### config.mk
export PLATFORM = sky130hd
export DESIGN_NAME = uart_loader
export DESIGN_NICKNAME = d
export VERILOG_FILES = /design/src/rtl/uart_loader_pkg.sv /design/src/rtl/uart_rx_8n1.sv /design/src/rtl/uart_loader.sv
export SDC_FILE = /design/constraint.sdc
export NUM_CORES = 1
export LEC_CHECK = 0
export ABC_AREA = 1
export ABC_CLOCK_PERIOD_IN_PS = 1950
export CORE_UTILIZATION = 53
export DETAILED_ROUTE_END_ITERATION = 10
export GPL_TIMING_DRIVEN = 0
export PLACE_DENSITY_LB_ADDON = 0.05
export SKIP_LAST_GASP = 1
export SLEW_MARGIN = 20
export SYNTH_ARGS = -nofsm -noshare
export SYNTH_HDL_FRONTEND = slang
export SYNTH_SLANG_ARGS = --single-unit
export TNS_END_PERCENT = 1
### constraint.sdc
create_clock -name clk -period 1.95 [get_ports clk]
set_clock_uncertainty 0.2 [all_clocks]
set_input_delay 0.39 -clock clk [delete_from_list [all_inputs] [get_ports clk]]
set_output_delay 0.39 -clock clk [all_outputs]
set_load 0.05 [all_outputs]
### src/rtl/uart_loader_pkg.sv
`default_nettype none
// ============================================================================
//  Module      : uart_loader_pkg
//  Description : Shared types and byte constants for the UART bootloader.
//                Holds the frame-parser state encoding and the sync/command
//                byte values.
//  Revision    : 1.0 - initial release
// ============================================================================
package uart_loader_pkg;

    // Frame parser states. One byte counter is shared by the multi-byte fields.
    typedef enum logic [2:0] {
        ST_IDLE = 3'd0,
        ST_CMD  = 3'd1,
        ST_ADDR = 3'd2,
        ST_LEN  = 3'd3,
        ST_DATA = 3'd4,
        ST_CSUM = 3'd5
    } state_t;

    localparam logic [7:0] SYNC_BYTE = 8'hA5;
    localparam logic [7:0] CMD_HALT  = 8'hFE;
    localparam logic [7:0] CMD_RUN   = 8'hFF;

endpackage
`default_nettype wire

### src/rtl/uart_rx_8n1.sv
`default_nettype none
// ============================================================================
//  Module      : uart_rx_8n1
//  Description : 8N1 UART receiver, LSB first. rx is resynchronised through
//                two flops. Data bits are sampled at mid-bit; valid (good
//                stop bit) or frame_err (bad stop bit) pulses for one cycle
//                at mid-stop-bit.
//  Ports       : clk, rst       - clock, synchronous active-high reset
//                rx             - asynchronous serial input, idle high
//                data[7:0]      - last received byte
//                valid          - one-cycle pulse, byte in data is good
//                frame_err      - one-cycle pulse, stop bit was low
//  Revision    : 1.0 - initial release
// ============================================================================
module uart_rx_8n1 #(
    parameter int CLK_FREQ  = 50000000,
    parameter int BAUD_RATE = 115200
) (
    input  logic       clk,
    input  logic       rst,
    input  logic       rx,
    output logic [7:0] data,
    output logic       valid,
    output logic       frame_err
);

    localparam int c_bit_cyc  = CLK_FREQ / BAUD_RATE;
    localparam int c_half_cyc = c_bit_cyc / 2;
    localparam int c_cnt_w    = (c_bit_cyc > 1) ? $clog2(c_bit_cyc) : 1;
    localparam logic [c_cnt_w-1:0] c_bit_last  = c_cnt_w'(c_bit_cyc - 1);
    localparam logic [c_cnt_w-1:0] c_half_last = c_cnt_w'(c_half_cyc - 1);

    typedef enum logic [1:0] {
        RX_IDLE  = 2'd0,
        RX_START = 2'd1,
        RX_DATA  = 2'd2,
        RX_STOP  = 2'd3
    } rx_state_t;

    rx_state_t          r_state;
    rx_state_t          w_state_next;
    logic               r_sync1;
    logic               r_sync2;
    logic               r_prev;
    logic [c_cnt_w-1:0] r_cnt;
    logic [2:0]         r_bit;
    logic [7:0]         r_shift;
    logic               r_valid;
    logic               r_ferr;
    logic               w_tick;

    // The start phase only waits half a bit so later samples land mid-bit.
    always_comb begin
        w_tick       = (r_state == RX_START) ? (r_cnt == c_half_last) : (r_cnt == c_bit_last);
        w_state_next = r_state;
        case (r_state)
            RX_IDLE:  if (r_prev && !r_sync2) w_state_next = RX_START;
            // A start bit that is high again at mid-bit was a glitch.
            RX_START: if (w_tick) w_state_next = r_sync2 ? RX_IDLE : RX_DATA;
            RX_DATA:  if (w_tick && (r_bit == 3'd7)) w_state_next = RX_STOP;
            RX_STOP:  if (w_tick) w_state_next = RX_IDLE;
            default:  w_state_next = RX_IDLE;
        endcase
    end

    always_ff @(posedge clk) begin
        if (rst) begin
            r_sync1 <= 1'b1;
            r_sync2 <= 1'b1;
            r_prev  <= 1'b1;
            r_state <= RX_IDLE;
            r_cnt   <= '0;
            r_bit   <= '0;
            r_shift <= '0;
            r_valid <= 1'b0;
            r_ferr  <= 1'b0;
        end else begin
            r_sync1 <= rx;
            r_sync2 <= r_sync1;
            r_prev  <= r_sync2;
            r_state <= w_state_next;
            r_valid <= 1'b0;
            r_ferr  <= 1'b0;
            if ((r_state == RX_IDLE) || w_tick) r_cnt <= '0;
            else                                r_cnt <= r_cnt + 1'b1;
            if (r_state == RX_IDLE) r_bit <= '0;
            if ((r_state == RX_DATA) && w_tick) begin
                r_shift <= {r_sync2, r_shift[7:1]};
                r_bit   <= r_bit + 3'd1;
            end
            if ((r_state == RX_STOP) && w_tick) begin
                if (r_sync2) r_valid <= 1'b1;
                else         r_ferr  <= 1'b1;
            end
        end
    end

    assign data      = r_shift;
    assign valid     = r_valid;
    assign frame_err = r_ferr;

endmodule
`default_nettype wire

### src/rtl/uart_loader.sv
`default_nettype none
// ============================================================================
//  Module      : uart_loader
//  Description : UART bootloader. Parses A5-synced, XOR-checksummed frames
//                and issues word writes to one of N_TARGETS memories; holds
//                the CPU in reset while loading; run/halt commands.
//  Ports       : clk, rst            - clock, synchronous active-high reset
//                rx                  - asynchronous serial input
//                prog_addr/prog_data - byte address / data of current write
//                prog_we             - one-hot, one-cycle write strobe
//                cpu_hold            - 1 holds the CPU in reset
//                busy                - frame in progress
//                err_csum/frame/cmd  - sticky error flags
//  Revision    : 1.0 - initial release
// ============================================================================
module uart_loader #(
    parameter int CLK_FREQ    = 50000000,
    parameter int BAUD_RATE   = 115200,
    parameter int ADDR_W      = 32,
    parameter int DATA_W      = 32,
    parameter int N_TARGETS   = 2,
    parameter int TIMEOUT_CYC = 5000000
) (
    input  logic                 clk,
    input  logic                 rst,
    input  logic                 rx,
    output logic [ADDR_W-1:0]    prog_addr,
    output logic [DATA_W-1:0]    prog_data,
    output logic [N_TARGETS-1:0] prog_we,
    output logic                 cpu_hold,
    output logic                 busy,
    output logic                 err_csum,
    output logic                 err_frame,
    output logic                 err_cmd
);
    import uart_loader_pkg::*;

    localparam int c_bpw    = DATA_W / 8;
    localparam int c_abytes = ADDR_W / 8;
    localparam int c_tmr_w  = $clog2(TIMEOUT_CYC + 1);
    localparam logic [8:0]         c_n_tgt    = 9'(N_TARGETS);
    localparam logic [15:0]        c_abyte_lst = 16'(c_abytes - 1);
    localparam logic [15:0]        c_bpw_lst   = 16'(c_bpw - 1);
    localparam logic [c_tmr_w-1:0] c_tmr_lst   = c_tmr_w'(TIMEOUT_CYC - 1);

    logic [7:0]          w_rx_data;
    logic                w_rx_valid;
    logic                w_rx_ferr;

    state_t              r_state;
    state_t              w_state_next;
    logic [7:0]          r_cmd;
    logic [7:0]          r_csum;
    logic [15:0]         r_cnt;
    logic [15:0]         r_len;
    logic [ADDR_W-1:0]   r_addr;
    logic [DATA_W-1:0]   r_word;
    logic [c_tmr_w-1:0]  r_timer;
    logic [ADDR_W-1:0]   r_prog_addr;
    logic [DATA_W-1:0]   r_prog_data;
    logic [N_TARGETS-1:0] r_prog_we;
    logic                r_hold;
    logic                r_err_csum;
    logic                r_err_frame;
    logic                r_err_cmd;

    logic                w_timeout;
    logic                w_cmd_write;
    logic                w_cmd_ctrl;
    logic                w_word_done;
    logic [15:0]         w_len_next;
    logic [ADDR_W-1:0]   w_addr_next;
    logic [DATA_W-1:0]   w_word_next;

    uart_rx_8n1 #(
        .CLK_FREQ  (CLK_FREQ),
        .BAUD_RATE (BAUD_RATE)
    ) u_rx (
        .clk       (clk),
        .rst       (rst),
        .rx        (rx),
        .data      (w_rx_data),
        .valid     (w_rx_valid),
        .frame_err (w_rx_ferr)
    );

    // Little-endian assembly: each new byte enters at the top and shifts down,
    // so the first byte received ends up in the least significant position.
    assign w_addr_next = (r_addr >> 8) | (ADDR_W'(w_rx_data) << (ADDR_W - 8));
    assign w_word_next = (r_word >> 8) | (DATA_W'(w_rx_data) << (DATA_W - 8));
    assign w_len_next  = {w_rx_data, r_len[15:8]};
    assign w_cmd_write = ({1'b0, w_rx_data} < c_n_tgt);
    assign w_cmd_ctrl  = (w_rx_data == CMD_HALT) || (w_rx_data == CMD_RUN);
    // A byte arriving in the same cycle as the timeout wins.
    assign w_timeout   = (r_state != ST_IDLE) && !w_rx_valid && (r_timer == c_tmr_lst);

    always_comb begin
        w_state_next = r_state;
        w_word_done  = 1'b0;
        if (w_rx_ferr || w_timeout) begin
            w_state_next = ST_IDLE;
        end else if (w_rx_valid) begin
            case (r_state)
                ST_IDLE: if (w_rx_data == SYNC_BYTE) w_state_next = ST_CMD;
                ST_CMD: begin
                    if (w_cmd_write)     w_state_next = ST_ADDR;
                    else if (w_cmd_ctrl) w_state_next = ST_CSUM;
                    else                 w_state_next = ST_IDLE;
                end
                ST_ADDR: if (r_cnt == c_abyte_lst) w_state_next = ST_LEN;
                ST_LEN: begin
                    if (r_cnt == 16'd1)
                        w_state_next = (w_len_next == 16'd0) ? ST_CSUM : ST_DATA;
                end
                ST_DATA: begin
                    if (r_cnt == c_bpw_lst) begin
                        w_word_done = 1'b1;
                        if (r_len == 16'd1) w_state_next = ST_CSUM;
                    end
                end
                ST_CSUM: w_state_next = ST_IDLE;
                default: w_state_next = ST_IDLE;
            endcase
        end
    end

    always_ff @(posedge clk) begin
        if (rst) begin
            r_state <= ST_IDLE;
            r_cmd <= '0;
            r_csum <= '0;
            r_cnt <= '0;
            r_len <= '0;
            r_addr <= '0;
            r_word <= '0;
            r_timer <= '0;
            r_prog_addr <= '0;
            r_prog_data <= '0;
            r_prog_we <= '0;
            r_hold <= 1'b0;
            r_err_csum <= 1'b0;
            r_err_frame <= 1'b0;
            r_err_cmd <= 1'b0;
        end else begin
            r_state   <= w_state_next;
            r_prog_we <= '0;
            if ((r_state == ST_IDLE) || w_rx_valid || w_timeout) r_timer <= '0;
            else                                                  r_timer <= r_timer + 1'b1;
            if (w_rx_ferr || w_timeout) r_err_frame <= 1'b1;
            if (w_rx_valid) begin
                // The counter restarts on every field change and every word.
                if ((w_state_next != r_state) || w_word_done) r_cnt <= '0;
                else                                          r_cnt <= r_cnt + 16'd1;
                if ((r_state != ST_IDLE) && (r_state != ST_CSUM)) r_csum <= r_csum ^ w_rx_data;
                case (r_state)
                    ST_IDLE: r_csum <= '0;
                    ST_CMD: begin
                        r_cmd <= w_rx_data;
                        if (w_cmd_write)      r_hold <= 1'b1;
                        else if (!w_cmd_ctrl) r_err_cmd <= 1'b1;
                    end
                    ST_ADDR: r_addr <= w_addr_next;
                    ST_LEN:  r_len  <= w_len_next;
                    ST_DATA: begin
                        r_word <= w_word_next;
                        if (w_word_done) begin
                            r_prog_we   <= N_TARGETS'(1) << r_cmd;
                            r_prog_addr <= r_addr;
                            r_prog_data <= w_word_next;
                            r_addr      <= r_addr + ADDR_W'(c_bpw);
                            r_len       <= r_len - 16'd1;
                        end
                    end
                    ST_CSUM: begin
                        if (w_rx_data != r_csum) begin
                            r_err_csum <= 1'b1;
                        end else if (r_cmd == CMD_HALT) begin
                            r_hold      <= 1'b1;
                            r_err_csum  <= 1'b0;
                            r_err_frame <= 1'b0;
                            r_err_cmd   <= 1'b0;
                        end else if ((r_cmd == CMD_RUN) &&
                                     !(r_err_csum || r_err_frame || r_err_cmd)) begin
                            r_hold <= 1'b0;
                        end
                    end
                    default: ;
                endcase
            end
        end
    end

    assign prog_addr = r_prog_addr;
    assign prog_data = r_prog_data;
    assign prog_we   = r_prog_we;
    assign cpu_hold  = r_hold;
    assign busy      = (r_state != ST_IDLE);
    assign err_csum  = r_err_csum;
    assign err_frame = r_err_frame;
    assign err_cmd   = r_err_cmd;

endmodule
`default_nettype wire

Yosys cells after proc, flatten, opt, wreduce, memory -nomap -nowiden
Index checks and enable logic that the tools add are counted.
{"block": "totals", "reg_bits": 235, "input_bits": 3, "out_inout_bits": 71, "elab_cells": 165}
{"block": "classes", "add_sub_neg": 6, "n_lt_le_gt_ge": 1, "n_eq_ne": 34, "shifts": 1, "n_mux": 49, "n_bitwise": 7, "reduce_logical": 43}
{"cell": "24-bit by 32-bit OR with 32-bit output", "count": 2}
{"cell": "32-bit case mux with 2 select lines", "count": 1}
{"cell": "8-bit equality test, second input constant", "count": 5}
{"cell": "3-bit 2-to-1 mux", "count": 11}
{"cell": "32-bit by 3-bit adder with 32-bit output, second input constant", "count": 1}
{"cell": "16-bit by 1-bit equality test with 1-bit output, second input constant", "count": 2}
{"cell": "16-bit 2-to-1 mux", "count": 2}
{"cell": "32-bit 2-to-1 mux", "count": 1}
{"cell": "16-bit case mux with 2 select lines", "count": 1}
{"cell": "23-bit by 1-bit adder with 23-bit output, second input constant", "count": 1}
{"cell": "23-bit equality test, second input constant", "count": 1}
{"cell": "1-bit 2-to-1 mux", "count": 22}
{"cell": "16-bit by 1-bit adder with 16-bit output, second input constant", "count": 1}
{"cell": "16-bit by 2-bit equality test with 1-bit output, second input constant", "count": 1}
{"cell": "16-bit zero test", "count": 1}
{"cell": "8-bit 2-to-1 mux", "count": 2}
{"cell": "16-bit by 1-bit subtractor with 16-bit output, second input constant", "count": 1}
{"cell": "3-bit case mux with 5 select lines", "count": 1}
{"cell": "2-bit inequality test, second input constant", "count": 6}
{"cell": "3-bit AND reduction", "count": 4}
{"cell": "2-bit nonzero test", "count": 6}
{"cell": "2-bit 2-to-1 mux", "count": 5}
{"cell": "9-bit by 1-bit adder with 9-bit output, second input constant", "count": 1}
{"cell": "3-bit equality test, second input constant", "count": 3}
{"cell": "29 further kinds", "count": 59}

Logic depth before layout (Yosys ltp)
Gate-level depths: netlist of run 1.
{"block": "depth", "depth_word": 10, "ltp_mapped": 19, "depth_no_buf": 17}

Modules after synthesis
Synthesis of run 1 repeated with hierarchy kept, for this count alone.
{"block": "hier_totals", "hier_cells": 1457, "hier_area_um2": 10486.3}
{"module": "uart_loader", "n_inst": 1, "cells_each": 1316, "area_each_um2": 9350.2, "seq_area_each_um2": 4003.8}
{"module": "uart_rx_8n1", "n_inst": 1, "cells_each": 141, "area_each_um2": 1136.1, "seq_area_each_um2": 540.5}

Worst setup path before layout of run 1
No wires, ideal clock.
{"block": "synth_path", "kind": "flip-flop to flip-flop", "startpoint": "register r_timer[0]", "endpoint": "register r_timer[20]", "setup_ps": 119, "arrival_time_ps": 1741, "required_time_ps": 1631, "path_slack_ps": -110, "path_stages_with_launch": 15, "path_buffers": 0, "period_less_slack_ps": 2060, "cell_sequence": "dfxtp_1 -> ha_1 -> nand3_1 -> nor2_1 -> nand3_1 -> inv_2 -> nand2_1 -> nor2_1 -> nand2_1 -> nor2_1 -> nand3_1 -> nor2_2 -> nand2_1 -> o21ai_1 -> a21oi_1"}
{"block": "synth_via", "elab_chain_len": 4, "elab_cells_between_ends": 5, "classes_between": "1 x add/sub; 1 x eq/ne; 3 x reduce/logical"}
{"item": "from (decl)", "line": "uart_loader.sv:58", "text": "logic [c_tmr_w-1:0] r_timer;"}
{"item": "from (signal assigned)", "line": "uart_loader.sv:148", "text": "else r_timer <= r_timer + 1'b1;"}
{"item": "parallel branches: the longest is 4 deep, another holds 23-bit by 1-bit adder with 23-bit output"}
Parallel ways; which one is timed is not known.
A chain may end at the register's enable or synchronous reset.

Worst setup path after layout of run 1
{"block": "layout_path", "startpoint": "register r_state[2]", "endpoint": "register r_cnt[14]"}
{"block": "layout_via", "elab_chain_len": 8, "elab_cells_between_ends": 23, "classes_between": "5 x eq/ne; 12 x mux; 6 x reduce/logical"}
{"item": "from (decl)", "line": "uart_loader.sv:50", "text": "state_t r_state;"}
{"item": "from (signal assigned)", "line": "uart_loader.sv:145", "text": "r_state <= w_state_next;"}
{"item": "3-bit 2-to-1 mux or 3-bit nonzero test (tied branches)", "line": "uart_loader.sv:118, uart_loader.sv:95"}
{"item": "3-bit 2-to-1 mux or 1-bit logical AND (tied branches)", "line": "uart_loader.sv:116, uart_loader.sv:95"}
{"item": "3-bit case mux with 5 select lines or 1-bit logical AND (tied branches)", "line": "uart_loader.sv:103, uart_loader.sv:95"}
{"item": "3-bit 2-to-1 mux or 1-bit logical OR (tied branches)", "line": "uart_loader.sv:102, uart_loader.sv:100"}
{"item": "3-bit 2-to-1 mux", "line": "uart_loader.sv:100", "text": "if (w_rx_ferr || w_timeout) begin"}
{"item": "3-bit inequality test", "line": "uart_loader.sv:152", "text": "if ((w_state_next != r_state) || w_word_done) r_cnt <= '0;"}
{"item": "1-bit logical OR (*)", "line": "uart_loader.sv:152"}
{"item": "16-bit 2-to-1 mux (*)", "line": "uart_loader.sv:152"}
{"item": "to (signal assigned)", "line": "uart_loader.sv:153", "text": "else r_cnt <= r_cnt + 16'd1;"}
{"item": "to (decl)", "line": "uart_loader.sv:54", "text": "logic [15:0] r_cnt;"}
Every way passes the cells marked *; elsewhere a longest branch is shown, timed or not.

==> reports/results.tsv, run 1 <==
metric	value	unit
status	complete, but fails checks	
violations	setup timing	
grt_pass1_vias	9389	
rows	50	
dieArea	20100	um2
grt_pass1_wl	46.8	mm
clk_latency	0.53	ns
place.gp.congestion	0.922	
ys_seq_elements	227	
start_kind	flop	
cp_data_required_time	2.20	ns
crit_type	flop to flop	
syn_area	10400	um2
synth_edf_count	0	
fp.dieH	142	um
max_freq	455	MHz
nFillCells	1661	
layout_setup_ws	-0.248	ns
layout_min_cycle_time	2.20	ns
num_vias	10100	
cts.clk_slew.worst_paths	0.06	ns
numCtsBuffers	25	
start_util	54.7	%
ant_nets	0	
clock_path_buffers	3	
p_per_area	696	nW/um2
cts_root_buffer	clkbuf_16	
avgSynthCellArea	7.44	um2
area_delta_synth_final	25.8	%
hp-class	flop to flop	
drive_gt1_share	17.7	%
groute.usage.overall	29.0	%
antenna_found_initial	0	
wire_per_inst	16.0	um
rsz0062_at_grt	true	
power	9.08	mW
syn_inst	1394	
crit_path_end_kind	flop	
ir_drop	0.000609	V
cp_max_fo	7	
cp.arrival	2.45	ns
dr.pass1.iters	6	
async_flop_share	0	%
synthFlopType	dfxtp_1	
grt_max_degree	13	
cts_hold_buf	0	
ioPinCount	74	
portBuffers	72	
htree_levels	1	
die_w	142	um
post-route-period-util	113	%
hold_viol	0	
max-slew-margin-rel	52.8	%
p_sw_share	21.1	%
worst_pin_slew	0.709	ns
place_inst	1726	
grt-ovfl-total	0	
yosysUniqueCellTypes	48	
via_per_inst	5.58	
ys_seq_area_share	43.8	%
p_leak	5.11	nW
clkPwrFrac	47.2	%
drv_cap	0	
drt_iter0_markers	758	
cts_tree	built	
yosysWarningCount	0	
drc	0	
final_max_slew_viol_count	0	
fin_worst_hold_slack	0.212	ns
combPwrFrac	1.8	%
seq_power_share	51.0	%
hpwl	20.1	mm
power.internal	7.16	mW
p_switching	1.92	mW
stdcell_count	1808	
clock-sinks	227	
setup_viol	237	
coreArea	19000	um2
wirelength	29.0	mm
synth.net_count	1406	
layout.nets	1548	
antenna_cells	0	
logic make-up after synthesis:
kind of cell / after synthesis / synth area share, %
buffers and inverters: 206 / 7.93
xor gates and xnor gates: 44 / 3.72
DFF: 227 / 43.8
adders and majority gates: 9 / 1.09
and+or+nand+nor: 585 / 25.6
AOI/OAI and AO/OA: 323 / 17.8
sequential cells by signal, indices dropped and copies added (netlist names), 2 cells and up, named ones only:
name        cells
r_timer        23
r_cmd           8
u_rx.r_cnt      9
r_state         3
r_len          16
prog_data      32
r_word         24
prog_we         2
prog_addr      32
u_rx.r_bit      3
r_csum          8
u_rx.data       8
r_addr         32
r_cnt          16
layout by cell type (no fill, tap or decap), types with 6 or more instances in the layout:
master	Yosys	final
buf_2	15	7
nand2_2	6	16
o211ai_1	8	8
buf_12	1	6
nand2_4	2	6
nor2_1	218	188
clkbuf_16	0	25
nor2_2	7	23
xnor2_1	12	12
nor3_1	29	24
o21ai_0	121	120
a211oi_1	64	64
inv_1	130	124
nand2_1	175	160
dlygate4sd2_1	0	70
clkbuf_2	2	17
nor2_4	13	27
a31oi_1	10	10
nor4_1	12	11
nor3b_1	6	6
nand3_2	2	9
xor2_1	32	30
dfxtp_1	227	188
nand3_1	77	67
nand4_1	27	27
buf_4	1	44
inv_2	8	9
a21oi_1	105	104
dfxtp_4	0	11
clkbuf_1	43	36
dfxtp_2	0	28
what timing repair did:
| item | 4_1_cts | 5_1_grt |
|---|---|---|
| endpoints found under the setup margin | 272 | 276 |
| buffers inserted | 29 | 13 |
| cloned | 1 | 1 |
| pin swaps | 22 | 37 |
| resized for setup | 174 | 88 |
path summary, 6_finish.rpt:
| kind | startpoint | to | slack (ns) | cells past startpoint |
|---|---|---|---|---|
| hold / removal | u_rx.r_sync1 | u_rx.r_sync2 | 0.21 | 1 |
| hold reg to reg | u_rx.r_sync1 | u_rx.r_sync2 | 0.21 | 1 |
| setup / recovery | r_state[2] | r_cnt[14] | -0.25 | 15 |
| setup reg to reg | r_state[2] | r_cnt[14] | -0.25 | 15 |
layer usage:
layer / part of all wire (%) / routed length [um] / vias up / GRT usage, %
met5: 0 / 0 / - / 0
met4: 3.5 / 1020 / 0 / 12.3
met3: 6.6 / 1930 / 83 / 5.13
met2: 46 / 13400 / 362 / 47.3
met1: 44 / 12700 / 4677 / 37.8
li1: - / - / 4960 / -
metrics by stage:
step | setup WS (ns) | setup TNS, ns | instance area, um2 | util, %
6_report | -0.248 | -19.28 | 13000 | 68.8
5_1_grt | -0.373 | -45.33 | 13000 | 68.8
4_1_cts | -0.235 | -24.38 | 12700 | 66.7
3_5_place_dp | -0.697 | -89.86 | 11500 | 60.5
3_3_place_gp | -0.691 | -86.53 | 11500 | 60.5
2_1_floorplan | -0.0486 | -0.431 | 10400 | -
synth_stat cells, types with 8 or more instances:
cell type / n / area, um2
xor2_1: 32 / 280
a21oi_1: 105 / 526
clkbuf_1: 43 / 161
xnor2_1: 12 / 105
buf_2: 15 / 75.1
nand4_1: 27 / 169
inv_1: 130 / 488
o21ai_0: 121 / 606
a31oi_1: 10 / 62.6
dfxtp_1: 227 / 4540
nor2_4: 13 / 146
nor2_1: 218 / 818
nor4_1: 12 / 75.1
nor3_1: 29 / 145
nand2_1: 175 / 657
a211oi_1: 64 / 480
o211ai_1: 8 / 60.1
nand3_1: 77 / 385
inv_2: 8 / 30.0
ha_1: 9 / 113
power groups by stage:
stage	Sequential [mW]	Clock, mW	Combinational, mW
detailed placement	4.75	0	0.139
global route	4.63	4.56	0.170
global placement	4.75	0	0.139
finish	4.63	4.29	0.159
CTS	4.64	4.35	0.158
floorplan	4.75	0	0.0878
critical path, cell delays in order (launching register included):
cell	delay [ns]
dfxtp_1	0.32
buf_6	0.14
inv_4	0.09
a21oi_4	0.20
nand4_1	0.16
nand2_2	0.12
nor2_1	0.05
nand3_1	0.08
nand3_2	0.09
nor2_4	0.13
nand2_2	0.06
nand2_2	0.07
nand2_4	0.08
buf_12	0.14
buf_16	0.14
nor2_4	0.07
cell type report:
class / instances / area [um2] / area share, %
flip-flops and latches: 227 / 4620 / 35.4
clock buffers: 38 / 714 / 5.48
multi-input cells: 961 / 5430 / 41.6
clock inverters: 1 / 8.76 / 0.0672
repair buffers: 116 / 1050 / 8.06
inverters: 139 / 536 / 4.11
well taps: 260 / 325 / 2.50
plain buffers: 66 / 354 / 2.72
No activity file was read; power rests on OpenSTA's default activity.
==> inputs of run 2 (changes only) <==
Settings changed: CORE_MARGIN from default to 8.
==> run 2 against run 1 <==
  * The run still ends with setup timing left
  * Critical path depth is 1 higher
  * Worst setup slack better by 0.050 ns
  * Final cell count is 1.2% higher
  * Non-clock buffer count is 11 higher
  * Wire length is 5.2% higher
==> reports/results.tsv, run 2 (synthesis gave the netlist of run 1 again) <==
metric	value	unit	change
num_vias	10300		was 10100
crit_path_end_kind	flop		unchanged
hp-class	flop to flop		unchanged
hpwl	21.0	mm	was 20.1 mm
cts_tree	built		unchanged
max_freq	466	MHz	was 455 MHz
area_delta_synth_final	28.6	%	was 25.8%
drc	0		unchanged
grt_pass1_vias	9402		was 9389
start_kind	flop		unchanged
finalSetupTns	-17.51	ns	was -19.28 ns
wl_met1	13.2	mm	was 12.7 mm
dieArea	24300	um2	was 20100 um2
rsz0062_at_grt	true		unchanged
status	complete, but fails checks		unchanged
r2r-end	r_cnt[8]		was r_cnt[14]
ant_nets	0		unchanged
layout_min_cycle_time	2.15	ns	was 2.20 ns
power.internal	7.40	mW	was 7.16 mW
clock_path_buffers	3		unchanged
hold_viol	0		unchanged
ioPinCount	74		unchanged
rows	51		was 50
clock-sinks	227		unchanged
stdcell_area	13300	um2	was 13000 um2
grt-ovfl-total	0		unchanged
antenna_found_initial	0		unchanged
groute.usage.overall	23.7	%	was 29.0%
p_switching	1.99	mW	was 1.92 mW
hold_depth	1		unchanged
dp_slack	-0.646	ns	was -0.697 ns
power	9.39	mW	was 9.08 mW
seq_power_share	49.3	%	was 51.0%
clkPwrFrac	49.1	%	was 47.2%
wirelength	30.5	mm	was 29.0 mm
grt_pass1_wl	47.6	mm	was 46.8 mm
clk_latency	0.53	ns	about the same
start_util	53.6	%	was 54.7%
via_per_inst	5.63		was 5.58
top_layer_used	met4		unchanged
wl_met2	14.4	mm	was 13.4 mm
final_util	68.9	%	was 68.8%
dr.pass1.iters	7		was 6
portBuffers	72		unchanged
coreArea	19300	um2	was 19000 um2
setup_viol	232		was 237
ff2ff_setup_slack	-0.20	ns	was -0.25 ns
cp.arrival	2.40	ns	was 2.45 ns
p_per_area	705	nW/um2	was 696 nW/um2
grt_max_degree	13		unchanged
hp-start	u_rx.r_sync1		unchanged
drv_cap	0		unchanged
drt_iter0_markers	835		was 758
r2r_start	r_state[2]		unchanged
cts_hold_buf	0		unchanged
cp_data_required_time	2.20	ns	about the same
worst_pin_slew	0.679	ns	was 0.709 ns
final_max_slew_viol_count	0		unchanged
numCtsBuffers	25		unchanged
combPwrFrac	1.6	%	was 1.8%
post-route-period-util	110	%	was 113%
wire_per_inst	16.7	um	was 16.0 um
htree_levels	1		unchanged
r2r_cells	16		was 15
ir_drop	0.000808	V	was 0.000609 V
fp.dieH	156	um	was 142 um
cts_root_buffer	clkbuf_16		unchanged
dpl_cell_area	11500	um2	about the same
layout_common_cells	dfxtp_1 (191), nor2_1 (181), nand2_1 (155)		was nor2_1 (188), dfxtp_1 (188), nand2_1 (160)
violations	setup timing		unchanged
p_leak	5.22	nW	was 5.11 nW
cts.clk_slew.worst_paths	0.06	ns	about the same
die_w	156	um	was 142 um
antenna_cells	0		unchanged
crit_type	flop to flop		unchanged
route.met3.wl	2.01	mm	was 1.93 mm
drive_gt1_share	20.3	%	was 17.7%
max-slew-margin-rel	54.7	%	was 52.8%
nFillCells	1657		was 1661
mostFrequentLayoutCell	dfxtp_1		
p_sw_share	21.1	%	about the same
cp_max_fo	6		was 7
whs_endpoint	u_rx.r_sync2		unchanged
layout_setup_ws	-0.198	ns	was -0.248 ns
place.gp.congestion	0.923		was 0.922
layout.nets	1560		was 1548
-- run 2: cell count changes in the layout (fill, tap and decap cells not counted), moves of 5 or more --
cell,previous run,this run
nor2_1,188,181
nand2_2,16,22
buf_6,5,12
nor2_4,27,35
clkbuf_2,17,12
buf_4,44,54
nand2_1,160,155
clkbuf_1,36,31
-- run 2: cell type report --
type / count / area [um2] / area share (%)
inverter: 139 / 543 / 4.08
multi-input combinational: 961 / 5550 / 41.6
clock buffer: 37 / 741 / 5.56
clock inverter: 6 / 61.3 / 0.460
buffer: 64 / 354 / 2.66
timing repair buffer: 129 / 1130 / 8.45
tap: 265 / 332 / 2.49
timing repair inverter: 1 / 7.51 / 0.0563
sequential: 227 / 4610 / 34.6
-- run 2: worst max-delay path, cell delays in order, from the launching register on --
cell	delay, ns
dfxtp_1	0.30
buf_6	0.13
buf_12	0.12
nor3_4	0.26
nand3_1	0.11
nand2_1	0.09
nand2_1	0.07
nand3_2	0.09
nand2_2	0.07
nand2_2	0.08
nand2_2	0.05
inv_2	0.06
nand2_2	0.05
nand2_2	0.07
nand2_4	0.08
buf_8	0.16
nor2_4	0.07
-- run 2: worst max path at each step --
stage                    start           to  slack, ns  depth (start not counted)
floorplan           r_timer[1]  r_timer[20]      -0.05                         14
global placement      r_cnt[1]    r_len[10]      -0.63                         11
detailed placement    r_cnt[5]    r_len[10]      -0.65                         11
CTS                 r_timer[0]    r_cnt[15]      -0.25                         15
global route        r_state[2]    r_cnt[11]      -0.31                         16
finish              r_state[2]     r_cnt[8]      -0.20                         16
-- run 2: power by group through the flow --
| stage | clock network, mW | registers (mW) | logic (mW) |
|---|---|---|---|
| 2_1_floorplan | 0 | 4.75 | 0.0878 |
| 3_3_place_gp | 0 | 4.75 | 0.138 |
| 3_5_place_dp | 0 | 4.75 | 0.139 |
| 4_1_cts | 4.68 | 4.64 | 0.156 |
| 5_1_grt | 4.87 | 4.63 | 0.158 |
| 6_report | 4.61 | 4.63 | 0.149 |
-- run 2: metal layers --
metal  vias to the layer above  global-route usage, %
li1                       4985                      -
met1                      4822                   29.9
met2                       416                   40.2
met3                        70                   3.63
met4                         0                   8.64
met5                         -                      0
-- run 2: repair_timing --
action,in CTS,in global routing
setup buffers,26,29
gates cloned,2,2
gates resized for setup,164,154
pin swaps,16,52
setup endpoints to repair,272,272
-- run 2: per-stage QoR --
step	std cells	hold slack [ns]
floorplan	1394	0.189
detailed placement	1731	0.199
global placement	1731	0.192
global route	1829	0.252
CTS	1801	0.229
finish	1829	0.233
